### config.mk
export PLATFORM = sky130hd
export DESIGN_NAME = chip8_scanout
export DESIGN_NICKNAME = d
export VERILOG_FILES = /design/src/rtl/chip8_pkg.sv /design/src/rtl/chip8_skid_buf.sv /design/src/rtl/chip8_scanout.sv
export SDC_FILE = /design/constraint.sdc
export NUM_CORES = 1
export LEC_CHECK = 0
export CORE_MARGIN = 4
export CORE_UTILIZATION = 35
export DETAILED_ROUTE_END_ITERATION = 7
export DONT_BUFFER_PORTS = 1
export PLACE_DENSITY = 0.54
export SETUP_SLACK_MARGIN = 0.1
export SYNTH_ARGS = -nofsm -noshare
export SYNTH_HDL_FRONTEND = slang
export SYNTH_SLANG_ARGS = --single-unit
export TNS_END_PERCENT = 20
### constraint.sdc
create_clock -name clk_in -period 7.3 [get_ports clk_in]
set_input_delay 1.825 -clock clk_in [delete_from_list [all_inputs] [get_ports clk_in]]
set_output_delay 1.825 -clock clk_in [all_outputs]
set_load 0.02 [all_outputs]
### src/rtl/chip8_pkg.sv
// Shared geometry, pixel types and scanout FSM states for the CHIP-8 display path.
package chip8_pkg;

    localparam int FB_W      = 64;
    localparam int FB_H      = 32;
    localparam int FB_DEPTH  = 2048;
    localparam int FB_ADDR_W = $clog2(FB_DEPTH);

    typedef logic [31:0] pixel_t;

    localparam pixel_t PIX_ON  = 32'hFFFF_FFFF;
    localparam pixel_t PIX_OFF = 32'h0000_0000;

    typedef enum logic [1:0] {
        IDLE,
        FETCH,
        DRAIN,
        DONE
    } scanout_state_t;

    // One converted source pixel plus the markers it carries into the output raster.
    typedef struct packed {
        pixel_t data;
        logic   sof;
        logic   eol;
        logic   eof;
    } pix_entry_t;

endpackage

### src/rtl/chip8_skid_buf.sv
// Two-entry buffer between framebuffer read return and the pixel stream.
module chip8_skid_buf
    import chip8_pkg::*;
(
    input  logic       clk,
    input  logic       rst_n,
    input  logic       in_valid,
    input  pix_entry_t in_data,
    output logic       out_valid,
    input  logic       out_ready,
    output pix_entry_t out_data,
    output logic [1:0] count
);

    pix_entry_t mem [2];
    logic       wr_ptr;
    logic       rd_ptr;
    logic       push;
    logic       pop;

    // The upstream credit check keeps pushes away from a full buffer.
    assign push      = in_valid && (count != 2'd2);
    assign pop       = out_valid && out_ready;
    assign out_valid = (count != 2'd0);
    assign out_data  = mem[rd_ptr];

    always_ff @(posedge clk or negedge rst_n) begin
        if (!rst_n) begin
            mem[0] <= '0;
            mem[1] <= '0;
            wr_ptr <= 1'b0;
            rd_ptr <= 1'b0;
            count  <= 2'd0;
        end else begin
            if (push) begin
                mem[wr_ptr] <= in_data;
                wr_ptr      <= ~wr_ptr;
            end
            if (pop) begin
                rd_ptr <= ~rd_ptr;
            end
            count <= count + 2'(push) - 2'(pop);
        end
    end

endmodule

### src/rtl/chip8_scanout.sv
// Reads the 64x32 CHIP-8 framebuffer on request and streams a SCALE-replicated raster.
module chip8_scanout #(
    parameter int          FB_W      = chip8_pkg::FB_W,
    parameter int          FB_H      = chip8_pkg::FB_H,
    parameter int          SCALE     = 10,
    parameter logic [31:0] ON_COLOR  = chip8_pkg::PIX_ON,
    parameter logic [31:0] OFF_COLOR = chip8_pkg::PIX_OFF
) (
    input  logic                            clk_in,
    input  logic                            rst_n_in,
    input  logic                            frame_req_in,
    output logic                            busy_out,
    output logic                            fb_rd_en_out,
    output logic [chip8_pkg::FB_ADDR_W-1:0] fb_rd_addr_out,
    input  logic [31:0]                     fb_rd_data_in,
    output logic                            pix_valid_out,
    input  logic                            pix_ready_in,
    output logic [31:0]                     pix_data_out,
    output logic                            pix_sof_out,
    output logic                            pix_eol_out,
    output logic                            pix_eof_out,
    output logic                            frame_done_out
);
    import chip8_pkg::*;

    localparam int         SX_W    = $clog2(FB_W);
    localparam int         SY_W    = $clog2(FB_H);
    localparam logic [3:0] SC_LAST = 4'(SCALE - 1);

    scanout_state_t  state;
    logic [SX_W-1:0] sx;
    logic [SY_W-1:0] sy;
    logic [3:0]      ry;
    logic [3:0]      rx;
    logic [2:0]      rd_mark;
    logic [2:0]      ret_mark;
    logic            ret_vld;
    pix_entry_t      push_entry;
    pix_entry_t      head;
    logic            head_vld;
    logic [1:0]      occ;
    logic            xfer;
    logic            pop;
    logic            can_issue;
    logic            issue;
    logic            src_sof;
    logic            src_eol;
    logic            last_read;

    // Stream handshake: a pixel moves when pix_valid_out && pix_ready_in; while stalled the
    // head entry and rx are frozen, so data and markers hold and valid cannot drop.
    always_comb begin
        xfer      = head_vld && pix_ready_in;
        pop       = xfer && (rx == SC_LAST);
        // Occupancy and in-flight reads as they will stand next cycle, before this issue.
        can_issue = ({1'b0, occ} + 3'(ret_vld) + 3'(fb_rd_en_out) - 3'(pop)) < 3'd2;
        issue     = (state == FETCH) ? can_issue
                                     : ((state == IDLE || state == DONE) && frame_req_in);
        src_sof   = (sx == '0) && (sy == '0) && (ry == '0);
        src_eol   = (sx == SX_W'(FB_W - 1));
        last_read = src_eol && (sy == SY_W'(FB_H - 1)) && (ry == SC_LAST);
        push_entry.data = (fb_rd_data_in != '0) ? ON_COLOR : OFF_COLOR;
        {push_entry.sof, push_entry.eol, push_entry.eof} = ret_mark;
    end

    always_ff @(posedge clk_in or negedge rst_n_in) begin
        if (!rst_n_in) begin
            state          <= IDLE;
            busy_out       <= 1'b0;
            frame_done_out <= 1'b0;
            fb_rd_en_out   <= 1'b0;
            fb_rd_addr_out <= '0;
            sx             <= '0;
            sy             <= '0;
            ry             <= '0;
            rx             <= '0;
            rd_mark        <= '0;
            ret_mark       <= '0;
            ret_vld        <= 1'b0;
        end else begin
            fb_rd_en_out   <= issue;
            frame_done_out <= 1'b0;
            ret_vld        <= fb_rd_en_out;
            ret_mark       <= rd_mark;
            if (issue) begin
                fb_rd_addr_out <= FB_ADDR_W'(sy) * FB_ADDR_W'(FB_W) + FB_ADDR_W'(sx);
                rd_mark        <= {src_sof, src_eol, last_read};
                if (src_eol) begin
                    sx <= '0;
                    if (ry == SC_LAST) begin
                        ry <= '0;
                        sy <= (sy == SY_W'(FB_H - 1)) ? '0 : sy + 1'b1;
                    end else begin
                        ry <= ry + 4'd1;
                    end
                end else begin
                    sx <= sx + 1'b1;
                end
            end
            if (xfer) begin
                rx <= (rx == SC_LAST) ? 4'd0 : rx + 4'd1;
            end
            case (state)
                IDLE, DONE: begin
                    if (frame_req_in) begin
                        state    <= FETCH;
                        busy_out <= 1'b1;
                    end else begin
                        state    <= IDLE;
                        busy_out <= 1'b0;
                    end
                end
                FETCH: begin
                    if (issue && last_read) begin
                        state <= DRAIN;
                    end
                end
                DRAIN: begin
                    if (xfer && pix_eof_out) begin
                        state          <= DONE;
                        busy_out       <= 1'b0;
                        frame_done_out <= 1'b1;
                    end
                end
                default: state <= IDLE;
            endcase
        end
    end

    chip8_skid_buf u_buf (
        .clk       (clk_in),
        .rst_n     (rst_n_in),
        .in_valid  (ret_vld),
        .in_data   (push_entry),
        .out_valid (head_vld),
        .out_ready (pop),
        .out_data  (head),
        .count     (occ)
    );

    assign pix_valid_out = head_vld;
    assign pix_data_out  = head_vld ? head.data : '0;
    assign pix_sof_out   = head_vld && head.sof && (rx == 4'd0);
    assign pix_eol_out   = head_vld && head.eol && (rx == SC_LAST);
    assign pix_eof_out   = head_vld && head.eof && (rx == SC_LAST);

endmodule

After elaboration in Yosys (flattened, before gate mapping)

Cells that the tools add are included.

Latch bits: 0
Memories: 0
Output and inout port bits: 50
Memory bits (read-only): 0
Memory bits (writable): 0
Logic and storage cells: 105
Input bits: 36
Flip-flop bits (word level): 116

Reductions and logical operators: 32
Add/subtract/negate cells: 10
Muxes and demuxes: 22
Eq/ne operators: 10
Shifts and indexed selects: 0
Divide/modulo/power cells: 0
$lt $le $gt $ge: 4
Multipliers: 0
Bitwise logic cells: 4

Operators with widths:

| operator                                     | number |
|---|---|
| 2-to-1 mux 35 bit                            | 4 |
| bitwise mux 70 bit                           | 1 |
| 2-to-1 mux 32 bit                            | 2 |
| demux 35 bit (select 1 bit)                  | 1 |
| nonzero test 32 bit                          | 1 |
| logical AND 1 bit                            | 18 |
| adder 11 x 6 -> 11 bit                       | 1 |
| adder 4 x 1 -> 4 bit (second input constant) | 2 |
| equality test 4 bit (second input constant)  | 2 |
| logical NOT 4 bit                            | 2 |
| 2-to-1 mux 4 bit                             | 2 |
| adder 6 x 1 -> 6 bit (second input constant) | 1 |
| equality test 6 bit (second input constant)  | 1 |
| logical NOT 6 bit                            | 1 |
| 2-to-1 mux 1 bit                             | 6 |
| 2-to-1 mux 6 bit                             | 1 |
| case mux 2 bit (3 select lines)              | 1 |
| AND reduction 2 bit                          | 3 |
| adder 5 x 1 -> 5 bit (second input constant) | 1 |
| equality test 5 bit (second input constant)  | 1 |
| logical NOT 5 bit                            | 1 |
| 2-to-1 mux 5 bit                             | 1 |
| equality test 2 bit (second input constant)  | 2 |
| >= comparator 2 bit (second input constant)  | 2 |
| 19 further kinds                             | 24 |

Depth between registers and ports, before layout

Word-level depth: 9
Depth in mapped cells: 15
Gate-level depth less buffers: 13

Modules after synthesis

A second synthesis with hierarchy kept.

Cells, all modules: 459
Area total of the unflattened synthesis: 5698.0 um^2

By module, submodules not included:

| module         | sequential area each (um^2) | area each (um^2) | instances | cells each |
|---|---|---|---|---|
| chip8_skid_buf | 1851.8                      | 3418.3           | 1         | 211 |
| chip8_scanout  | 1051.0                      | 2279.7           | 1         | 248 |

Least setup slack after synthesis

No wires, ideal clock.

Path type: input to register
Start: input pix_ready_in
End: register state[0]
Library setup time: 0.127 ns
Data required time: 7.173 ns
Path slack: 3.023 ns
Stages: 12
Arrival time: 4.150 ns
Path buffers: 0
Path through: inv_1 nor2_1 ha_1 inv_1 ha_1 a21o_1 fa_1 nand2b_1 o22ai_4 nand4_1 a21o_1 mux2_1

Word-level cells in the longest chain between the ends: 8
Elaborated cells on any way between the ends: 10
Classes of those cells: add/sub: 1; order compare: 1; eq/ne: 2; mux: 1; reduce/logical: 5

RTL lines:

| what                             | RTL line             | text |
|---|---|---|
| start, declared                  | chip8_scanout.sv:17  | `input logic pix_ready_in,` |
| logical AND 1 bit *              | chip8_scanout.sv:53  | `xfer = head_vld && pix_ready_in;` |
| logical AND 1 bit                | chip8_scanout.sv:54  | `pop = xfer && (rx == SC_LAST);` |
| subtractor 3 x 1 -> 3 bit        | chip8_scanout.sv:56  | `can_issue = ({1'b0, occ} + 3'(ret_vld) + 3'(fb_rd_en_out) - 3'(pop)) < 3'd2;` |
| < comparator 3 x 2 -> 1 bit      | chip8_scanout.sv:56  |  |
| 2-to-1 mux 1 bit                 | chip8_scanout.sv:57  | `issue = (state == FETCH) ? can_issue` |
| logical AND 1 bit                | chip8_scanout.sv:114 | `if (issue && last_read) begin` |
| != test 2 x 1 -> 1 bit (no line) | -                    |  |
| AND reduction 2 bit (no line) *  | -                    |  |
| end signal, assigned             | chip8_scanout.sv:68  | `state <= IDLE;` |
| end signal, assigned             | chip8_scanout.sv:115 | `state <= DRAIN;` |
| end signal, assigned             | chip8_scanout.sv:120 | `state <= DONE;` |
| end, declared                    | chip8_scanout.sv:30  | `scanout_state_t state;` |

Every way passes the cells marked *; elsewhere a longest branch is shown, timed or not.
A chain may end at the register's enable or synchronous reset.

Worst setup path after layout

Same ends and word-level chain as after synthesis.

==> qor.yml <==
floorplan:
  io_pins: 86
  core_um2: 7770
  start_util: 0.360
  die_w_um: 97.4
  dieArea_um2: 9490
  rows: 32
  die_h_um: 97.4
clock_network:
  cts_resized: 0
  cts.sinks: 54
  path_clk_slew_ns: 0.09
  root_buffer: "clkbuf_8"
  clock_latency_ns: 0.30
  clockBufferDepth: 2
  cts.htree.levels: 2
  postCtsSetupRepairBufs: 0
  holdBufCountCts: 0
  tritoncts: "yes"
  cts_made_buffers: 5
cells_and_area:
  syn2layout_area_growth_pct: 0.894
  antennaDiodeCount: 0
  layout.nets: 279
  design_area_um2: 2820
  drive_gt1_frac: 0.143
  stdcell_count: 333
logic_synthesis:
  synth_area_leader_cell: "dfrtp_1"
  avgSynthCellArea_um2: 10.8
  synthFlopType: "dfrtp_1"
  synth_top_area_frac: 0.483
  yosys.cell_count.top_type: "dfrtp_1"
  synthArstFlopShare: 1.00
  synth-edff-count: 0
  ys_warn_count: 0
  ys_top_cells_by_count: "dfrtp_1 (54), buf_4 (32), inv_1 (20), mux2_2 (20), o21ai_0 (13)"
  ys_ff_latch: 54
  postSynthCellCount: 258
  seq_area_frac_synth: 0.483
  synthDistinctLibCells: 39
  post_synth_instance_area_um2: 2800
  syn_nets: 306
  ys_top_cells_by_area: "dfrtp_1 (48%), buf_4 (8.6%), mux2_2 (8.0%)"
timing:
  period_needed_ns: 4.53
  rsz0062_at_grt: "no"
  finClkSkew_ns: 0.00756
  finalSetupViolations: 0
  finalCritPeriodShare: 0.621
  finalSetupTns_ns: 0
  relSlewSlack: 0.259
  final_hold_viol_count: 0
  worst_pin_slew_ns: 1.12
  clock.fmax_mhz: 221
  holdWs_ns: 0.381
  slew_viol_final: 0
run:
  drv_cap: 0
placed_design:
  dpl-instance-area_um2: 2710
  hpwlAfterDp_mm: 3.52
  place_congestion: 0.726
  dp_cells: 326
  io_buffers: 0
detailed_routing:
  drc: 0
  wl_per_cell_um: 14.7
  via_per_inst: 5.01
  wirelength_mm: 4.90
  drtAntennaViolNets: 0
  vias: 1667
  drtIter0Drc: 24
  firstDrtPassIters: 4
global_route:
  grt_max_degree: 55
  grt_antenna_before_repair: 0
  grt_pass1_vias: 1764
  track_usage: 0.105
  grt-ovfl-total: 0
  grt_pass1_wl_mm: 8.18
power_and_ir_drop:
  cellPowerDensity_nw_per_um2: 299
  p_leak_nw: 1.33
  peakVddDrop_mv: 0.194
setup_path:
  path_cells: "inv_1 > nor2_1 > ha_1 > inv_1 > ha_1 > a21o_1 > fa_1 > nand2b_1 > o22ai_4 > nand4_1 > a21o_1 > mux2_1"
  critPathMaxStageDelay_ns: 0.60
  path_class: "input port to flip-flop"
  startpoint_type: "input port"
  critPathCaptureType: "flip-flop"
  critPathMaxFanout: 28
  critPathArrivalTime_ns: 4.72
  required_ns: 7.49
  cp_slowest_cell: "o22ai_4"
outcome:
  status: "complete, no violations"
worst_hold_path:
  min_path_type: "flip-flop to flip-flop"
layer usage:
metal  global-route usage  wire length, um
met4               0.0319               34
met5                    0                0
met1                0.126             2170
met3               0.0345              350
met2                0.179             2350
cell families after synthesis:
logic type / count (synthesis) / synth area share
and+or+nand+nor: 68 / 0.131
buffers and inverters: 56 / 0.119
DFF: 54 / 0.483
AOI/OAI and AO/OA: 30 / 0.0715
muxes: 26 / 0.102
xor gates and xnor gates: 12 / 0.0376
adders and majority gates: 12 / 0.0563
metrics by stage:
step	util	setup WS (ns)	power (mW)
after floorplan	-	3.02	0.754
after global placement	0.349	2.46	0.649
after detailed placement	0.349	2.39	0.650
after CTS	0.364	2.71	0.858
after global routing	0.364	2.54	0.892
final	0.364	2.77	0.845
final timing paths:
check	start	to	slack, ns	cells after the start
worst max-delay path	pix_ready_in	state[0]	2.77	12
worst min-delay path	rd_mark[2]	ret_mark[2]	0.38	0
worst max register to register	u_buf.count[1]	state[0]	3.33	13
worst min register to register	rd_mark[2]	ret_mark[2]	0.38	0
max in group asynchronous	rst_n_in	rd_mark[0]	5.97	0
min in group asynchronous	rst_n_in	rx[2]	1.21	0
layout by cell type, fill, tap and decap left out, types with 2 or more instances in the layout:
cell	count
or2_2	2
nor3_1	5
a21o_1	5
nor2b_1	5
mux2i_1	5
dfrtp_1	54
xor2_1	2
nand3_1	6
mux2_2	20
and3_1	2
a21oi_1	2
o21ai_0	13
nand4b_1	2
clkbuf_8	6
o211ai_1	3
nor2_1	10
inv_1	20
nand4_1	7
ha_1	11
xnor2_1	10
nor4_1	11
nand2_1	11
worst max-delay path: cells and delay by family:
kind,cells,cell delay (ns)
simple gates,3,0.49
compound gates,3,1.05
buf+inv,2,0.09
fa+ha+maj,3,0.96
mux,1,0.31
where the power goes:
group | internal (mW) | switching (mW)
Clock | 0.110 | 0.0928
Sequential | 0.319 | 0.0332
Combinational | 0.0679 | 0.223
flip-flops by register name, summed over array words and instances, names as in the netlist:
register        cells
rd_mark             3
ret_mark            3
fb_rd_en_out        1
u_buf.wr_ptr        1
sy                  5
u_buf.mem           8
fb_rd_addr_out     11
busy_out            1
u_buf.count         2
ret_vld             1
u_buf.rd_ptr        1
ry                  4
rx                  4
frame_done_out      1
state               2
sx                  6
final cells by class:
class / instances / area [um2]
Fill cell: 795 / 4940
Tap cell: 102 / 128
Clock buffer: 6 / 82.6
Inverter: 20 / 75.1
Clock inverter: 1 / 30.0
Multi-Input combinational cell: 148 / 1120
Sequential cell: 54 / 1350
Timing Repair Buffer: 2 / 35.0
No activity file was read; power rests on OpenSTA's default activity.
